## src/rtl/datapath.sv

```systemverilog
// rtl/datapath.sv - single-bus 32-bit CPU datapath: PC/IR/MAR/MDR/Y/HI/LO/Z, R2/R4/R5 and ALU.
// Optional build macro DIV_EN adds the signed divider behind the DIV select.
module datapath #(
  parameter int WIDTH = 32
) (
  input  logic                          Clock,
  input  logic                          Clear,
  output logic signed [2*WIDTH-1:0]     outp,
  input  logic                          PCout,
  input  logic                          Zhiout,
  input  logic                          Zlowout,
  input  logic                          MDRout,
  input  logic                          R2out,
  input  logic                          R4out,
  input  logic                          HIout,
  input  logic                          LOout,
  input  logic                          MARin,
  input  logic                          Zin,
  input  logic                          PCin,
  input  logic                          MDRin,
  input  logic                          IRin,
  input  logic                          Yin,
  input  logic                          HIin,
  input  logic                          LOin,
  input  logic                          IncPC,
  input  logic                          Read,
  input  logic                          R5in,
  input  logic                          R2in,
  input  logic                          R4in,
  input  logic [WIDTH-1:0]              Mdatain,
  input  logic                          AND,
  input  logic                          OR,
  input  logic                          ADD,
  input  logic                          SUB,
  input  logic                          MUL,
  input  logic                          DIV,
  input  logic                          SHR,
  input  logic                          SHL,
  input  logic                          ROR,
  input  logic                          ROL,
  input  logic                          NEG,
  input  logic                          NOT
);

  localparam logic [WIDTH-1:0] ONE = {{(WIDTH-1){1'b0}}, 1'b1};

  logic [WIDTH-1:0]   pc_q, ir_q, mar_q, mdr_q, y_q, hi_q, lo_q, r2_q, r4_q, r5_q;
  logic [2*WIDTH-1:0] z_q;
  logic [WIDTH-1:0]   bus;
  logic [WIDTH-1:0]   alu_lo, alu_hi;
  logic [4:0]         sh, sh_n;
  logic signed [2*WIDTH-1:0] prod;
  logic               unused_ok;

  // Fixed-priority bus source mux; idle bus reads as zero.
  always_comb begin
    bus = '0;
    if (MDRout)       bus = mdr_q;
    else if (PCout)   bus = pc_q;
    else if (Zlowout) bus = z_q[WIDTH-1:0];
    else if (Zhiout)  bus = z_q[2*WIDTH-1:WIDTH];
    else if (HIout)   bus = hi_q;
    else if (LOout)   bus = lo_q;
    else if (R2out)   bus = r2_q;
    else if (R4out)   bus = r4_q;
  end

  assign sh   = bus[4:0];
  assign sh_n = 5'd0 - sh;
  assign prod = $signed({{WIDTH{y_q[WIDTH-1]}}, y_q}) * $signed({{WIDTH{bus[WIDTH-1]}}, bus});

`ifdef DIV_EN
  logic signed [WIDTH-1:0] quo, rem;
  always_comb begin
    quo = '1;
    rem = y_q;
    if (bus != '0) begin
      quo = $signed(y_q) / $signed(bus);
      rem = $signed(y_q) % $signed(bus);
    end
  end
`endif

  always_comb begin
    alu_hi = '0;
    alu_lo = bus;
    if (IncPC)    alu_lo = bus + ONE;
    else if (AND) alu_lo = y_q & bus;
    else if (OR)  alu_lo = y_q | bus;
    else if (ADD) alu_lo = y_q + bus;
    else if (SUB) alu_lo = y_q - bus;
    else if (MUL) {alu_hi, alu_lo} = prod;
    else if (DIV) begin
`ifdef DIV_EN
      alu_hi = rem;
      alu_lo = quo;
`else
      alu_lo = bus;
`endif
    end
    else if (SHR) alu_lo = y_q >> sh;
    else if (SHL) alu_lo = y_q << sh;
    else if (ROR) alu_lo = (y_q >> sh) | (y_q << sh_n);
    else if (ROL) alu_lo = (y_q << sh) | (y_q >> sh_n);
    else if (NEG) alu_lo = '0 - bus;
    else if (NOT) alu_lo = ~bus;
  end

  always_ff @(posedge Clock or posedge Clear) begin
    if (Clear) begin
      pc_q  <= '0;
      ir_q  <= '0;
      mar_q <= '0;
      mdr_q <= '0;
      y_q   <= '0;
      hi_q  <= '0;
      lo_q  <= '0;
      r2_q  <= '0;
      r4_q  <= '0;
      r5_q  <= '0;
      z_q   <= '0;
    end else begin
      if (PCin)  pc_q  <= bus;
      if (IRin)  ir_q  <= bus;
      if (MARin) mar_q <= bus;
      if (MDRin) mdr_q <= Read ? Mdatain : bus;
      if (Yin)   y_q   <= bus;
      if (HIin)  hi_q  <= bus;
      if (LOin)  lo_q  <= bus;
      if (R2in)  r2_q  <= bus;
      if (R4in)  r4_q  <= bus;
      if (R5in)  r5_q  <= bus;
      if (Zin)   z_q   <= {alu_hi, alu_lo};
    end
  end

  // IR, MAR and R5 have no consumer inside the datapath.
  assign unused_ok = ^{ir_q, mar_q, r5_q};
  assign outp      = z_q;

endmodule

```

## config.mk

```make
export PLATFORM = sky130hd
export DESIGN_NAME = datapath
export DESIGN_NICKNAME = d
export VERILOG_FILES = /design/src/rtl/datapath.sv
export SDC_FILE = /design/constraint.sdc
export NUM_CORES = 2
export LEC_CHECK = 0
export CORE_ASPECT_RATIO = 0.6
export CORE_MARGIN = 2
export CORE_UTILIZATION = 40
export CTS_BUF_LIST = sky130_fd_sc_hd__clkbuf_8 sky130_fd_sc_hd__clkbuf_16
export CTS_CLUSTER_DIAMETER = 120
export DETAILED_ROUTE_END_ITERATION = 6
export PLACE_DENSITY_LB_ADDON = 0.3
export SYNTH_ARGS = -nofsm -noshare
export SYNTH_HDL_FRONTEND = slang
export SYNTH_SLANG_ARGS = --single-unit
```

## constraint.sdc

```tcl
create_clock -name Clock -period 15.93 [get_ports Clock]
set_input_delay 3.9825 -clock Clock [delete_from_list [all_inputs] [get_ports Clock]]
set_output_delay 3.9825 -clock Clock [all_outputs]
set_load 0.005 [all_outputs]
```

# Word-level counts from Yosys, hierarchy flattened
# Index checks and enable logic that the tools add are counted.
[classes]
n_addsub = 5
n_mul = 1
n_shift = 4
muxes = 28
bitwise_logic = 5
[ops]
columns = ["operator", "n"]
rows = [
  ["$mux 32", 28],
  ["$or 32x32->32", 3],
  ["$mul 32x32->64", 1],
  ["$shl 32x5->32", 2],
  ["$shr 32x5->32", 2],
  ["$add 32x1->32 const B", 1],
  ["$add 32x32->32", 1],
  ["$and 32x32->32", 1],
  ["$not 32->32", 1],
  ["$sub 1x32->32 const A", 1],
  ["$sub 32x32->32", 1],
  ["$sub 1x5->5 const A", 1],
]
[totals]
regBits = 288
input_bits = 67
output_inout_bits = 64

# Longest topological paths before layout
[depth]
ltp_word = 22
depth_mapped = 39
ltp_nobuf = 33

# Least setup slack after synthesis
# No wires, ideal clock.
[synth_path]
path_type = "input port to flip-flop"
startpoint = "input port R2out"
endpoint = "register z_q[59] (netlist: outp[59])"
setup_time_ns = 0.141
arrival_ns = 13.601
required_ns = 15.789
slack_ns = 2.189
path_stages = 33
path_cell_list = "buf_2 o211a_1 o211ai_1 nand2_1 clkinv_1 clkbuf_1 clkbuf_1 buf_1 clkbuf_1 clkbuf_1 nand2_1 inv_1 fa_1 fa_1 fa_1 fa_1 fa_1 fa_1 fa_1 fa_1 ha_1 and3_1 and2_1 and3_1 and3_1 a221oi_1 o22ai_1 o41ai_1 o21ai_0 nand2b_1 a21boi_0 xnor2_1 o22ai_1"
[synth_via]
elab_chain_cells = 14
[synth_lines]
columns = ["item", "line_no", "rtl"]
rows = [
  ["from (decl)", "13", "input logic R2out,"],
  ["$mux 32", "64", "else if (R2out) bus = r2_q;"],
  ["$mux 32", "63", "else if (LOout) bus = lo_q;"],
  ["$mux 32", "62", "else if (HIout) bus = hi_q;"],
  ["$mux 32", "61", "else if (Zhiout) bus = z_q[2*WIDTH-1:WIDTH];"],
  ["$mux 32", "60", "else if (Zlowout) bus = z_q[WIDTH-1:0];"],
  ["$mux 32", "59", "else if (PCout) bus = pc_q;"],
  ["$mux 32", "58", "if (MDRout) bus = mdr_q;"],
  ["$mul 32x32->64", "70", "assign prod = $signed({{WIDTH{y_q[WIDTH-1]}}, y_q}) * $signed({{WIDTH{bus[WIDTH-1]}}, bus});"],
  ["$mux 32", "92", "else if (MUL) {alu_hi, alu_lo} = prod;"],
  ["$mux 32", "91", "else if (SUB) alu_lo = y_q - bus;"],
  ["$mux 32", "90", "else if (ADD) alu_lo = y_q + bus;"],
  ["$mux 32", "89", "else if (OR) alu_lo = y_q | bus;"],
  ["$mux 32", "88", "else if (AND) alu_lo = y_q & bus;"],
  ["$mux 32", "87", "if (IncPC) alu_lo = bus + ONE;"],
  ["to (signal assigned)", "133", "if (Zin) z_q <= {alu_hi, alu_lo};"],
  ["to (decl)", "48", "logic [2*WIDTH-1:0] z_q;"],
]
# Every way passes these cells.
# A chain may end at the register's enable or synchronous reset.

# Worst setup path after layout
[layout_path]
startpoint = "input port R4out"
endpoint = "register z_q[59] (netlist: outp[59])"
[layout_via]
elab_chain_cells = 15
[layout_lines]
columns = ["item", "line_no", "rtl"]
rows = [
  ["from (decl)", "14", "input logic R4out,"],
  ["$mux 32", "65", "else if (R4out) bus = r4_q;"],
  ["$mux 32", "64", ""],
  ["$mux 32", "63", ""],
  ["$mux 32", "62", ""],
  ["$mux 32", "61", ""],
  ["$mux 32", "60", ""],
  ["$mux 32", "59", ""],
  ["$mux 32", "58", ""],
  ["$mul 32x32->64", "70", ""],
  ["$mux 32", "92", ""],
  ["$mux 32", "91", ""],
  ["$mux 32", "90", ""],
  ["$mux 32", "89", ""],
  ["$mux 32", "88", ""],
  ["$mux 32", "87", ""],
]
# Every way passes these cells.

==> flow_metrics.py <==
metrics = {
    "die": {
        "dieArea_um2": 157000,
        "rows": 111,
        "ios": 131,
        "die_w_um": 511,
        "fp.coreArea_um2": 153000,
        "die_h_um": 308,
        "start_util_pct": 40.3,
    },
    "synth": {
        "syn_area_um2": 61600,
        "synth_edf_count": 0,
        "netlist-cell-type-count": 105,
        "ys_seq_area_share_pct": 11.7,
        "synth_area_leader_cell": "fa_1",
        "synthAdderAreaFrac_pct": 41.1,
        "syn_area_per_cell_um2": 8.51,
        "synth.top_cell.area_share_pct": 35.2,
        "synth_compound_area_share_pct": 15.5,
        "synthSimpleGateAreaFrac_pct": 14.5,
        "synth_nets": 8678,
        "synth_seq_cells": 288,
        "yosys.area_share.xor_xnor_pct": 2.46,
        "ys_warn_count": 0,
        "synth-main-ff-cell": "dfrtp_1",
        "synth_area_leaders": "fa_1, dfrtp_1, inv_1",
        "synthCells": 7239,
        "synth_top_family_by_area": "adder cells",
        "synthArstFlopShare_pct": 100,
        "synth_mux_area_share_pct": 4.59,
    },
    "clock_tree": {
        "clk-insertion-delay-late_ns": 0.68,
        "cts_tree": "built",
        "cts_made_buffers": 31,
        "cts_setup_buffers": 0,
        "ctsResizeCount": 0,
        "postCtsHoldBufs": 0,
        "clock_sinks": 288,
        "clk_pin_slew_ns": 0.07,
        "clockRootBuffer": "clkbuf_16",
        "clockBufferDepth": 3,
        "h-tree-depth": 1,
    },
    "global_routing": {
        "grt_use_total_pct": 40.4,
        "grt_antenna_before_repair": 31,
        "grt_pass1_vias": 57496,
        "grt_max_degree": 125,
        "grt_pass1_wl_mm": 450,
        "globalRouteOverflowTotal": 0,
    },
    "route": {
        "wl_per_cell_um": 34.6,
        "dr.pass1.iters": 7,
        "routed_via_density": 6.35,
        "wirelength_mm": 320,
        "drc": 4,
        "ant_nets": 0,
        "drt_iter0_drc": 9063,
        "dr_total_vias": 58771,
    },
    "worst_setup_path": {
        "worstPathRequired_ns": 16.46,
        "start_kind": "input pin",
        "cp_slowest_cell": "clkdlybuf4s50_1",
        "cp_num_buf_inv": 5,
        "cp_max_fo": 16,
        "cp_common_cell": "fa_1",
        "cpPeakStageDelay_ns": 1.04,
        "endpoint_kind": "flip-flop",
        "crit_type": "input pin to flip-flop",
        "critPathArrivalTime_ns": 15.25,
        "cpLargestDelayFamily": "adder cells",
    },
    "final_layout": {
        "final_cell_mix": "fa_1, inv_1, nor2_1",
        "final_area_um2": 67000,
        "syn_to_final_growth_pct": 8.69,
        "finalNetCount": 8632,
        "drive_gt1_share_pct": 8.72,
        "layout_commonest_cell": "fa_1",
        "fin_util_pct": 43.8,
    },
    "timing": {
        "fin_crit_ns": 14.72,
        "tightest_slew_ns": 1.45,
        "slew_violations": 0,
        "finClkSkew_ns": 0.0459,
        "finalSetupViolCount": 0,
        "hold_violations": 0,
        "fin_ws_ns": 1.21,
        "relSlewSlack_pct": 3.51,
        "fin_crit_sh_pct": 92.4,
        "tns_ns": 0,
        "fmax_mhz": 67.9,
        "grt_setup_unrepaired": "false",
    },
    "placement": {
        "placed_area_um2": 65900,
        "place_hpwl_mm": 249,
        "pre_cts_ws_ns": 0.877,
        "io_buffers": 127,
        "gp_congestion": 1.09,
    },
    "status": {
        "violations": "design-rule violations",
        "outcome": "finished, violations left",
    },
    "hold_path": {
        "min_path_type": "flip-flop to flip-flop",
    },
    "job": {
        "cap_viol_max_count": 0,
    },
}
==> path summary, 6_finish.rpt <==
| check | cells after the start | slack (ns) | end | startpoint |
|---|---|---|---|---|
| min in group asynchronous | 2 | 3.96 | r4_q[8] | Clear |
| worst max register to register | 29 | 5.17 | outp[59] | lo_q[2] |
| worst min-delay path | 1 | 0.50 | hi_q[4] | hi_q[4] |
| worst max-delay path | 31 | 1.21 | outp[59] | R4out |
| worst min register to register | 1 | 0.50 | hi_q[4] | hi_q[4] |
| max in group asynchronous | 4 | 9.68 | mdr_q[21] | Clear |
==> area by class of cell <==
class | count | area, um2
multi-input cells | 5330 | 48400
fillers | 15116 | 85800
well taps | 2034 | 2540
flip-flops and latches | 288 | 7220
diodes | 13 | 32.5
clock buffers | 36 | 845
clock inverters | 19 | 213
repair buffers | 427 | 3500
inverters | 1115 | 4200
==> stage by stage <==
step                      std cells  hold slack [ns]
final                          9262            0.504
after floorplan                7239            0.472
after detailed placement       9194            0.488
after global placement         9194            0.480
after CTS                      9249            0.503
after global routing           9250            0.509
==> routing by layer <==
layer  wire, um  GRT usage [%]  vias to the layer above  part of all wire (%)
li1           -              -                    23439                     -
met1     131000           57.3                    30043                    41
met2     120000           52.7                     4499                    37
met3      50900           16.4                      768                    16
met4      17600           18.4                       22                   5.5
met5        169              0                        -                 0.053
==> synth_stat cells, types with 15 or more instances <==
cell,n
a2111oi_0,19
a211oi_1,64
a21o_1,52
a21oi_1,453
a221o_1,19
a221oi_1,54
a22oi_1,29
a311oi_1,15
a31oi_1,68
and2_1,15
and3_1,32
buf_1,73
buf_2,66
clkbuf_1,351
clkinv_1,27
dfrtp_1,288
fa_1,1084
ha_1,288
inv_1,1075
mux2_2,108
mux2i_1,87
mux4_2,33
nand2_1,775
nand2b_1,27
nand3_1,117
nand3b_1,22
nand4_1,33
nor2_1,892
nor2b_1,25
nor3_1,69
o211ai_1,61
o21a_1,27
o21ai_0,232
o21ai_1,31
o21bai_1,16
o221ai_1,22
o22ai_1,60
o2bb2ai_1,34
o31ai_1,15
or2_2,15
or3_1,15
xnor2_1,139
xor2_1,34
==> logic make-up after synthesis <==
group / count (synthesis)
mux: 228
flops: 288
simple gates: 2106
buf+inv: 1621
compound gates: 1451
xor+xnor: 173
fa+ha+maj: 1372
==> state kept, by name, indices dropped and copies added (netlist names) <==
register / count
y_q: 32
mdr_q: 32
pc_q: 32
hi_q: 32
r2_q: 32
lo_q: 32
outp: 64
r4_q: 32
==> worst register-to-register path: cells and delay by family (launching register included) <==
| kind | cells | cell delay, ns |
|---|---|---|
| fa+ha+maj | 9 | 5.01 |
| compound gates | 8 | 2.68 |
| simple gates | 7 | 1.42 |
| buf+inv | 4 | 0.86 |
| flops | 1 | 0.37 |
| xor+xnor | 1 | 0.28 |
Power is left out: the tool's default activity adds up to more than one toggle a clock period on the data nets, which glitch-free logic cannot reach.
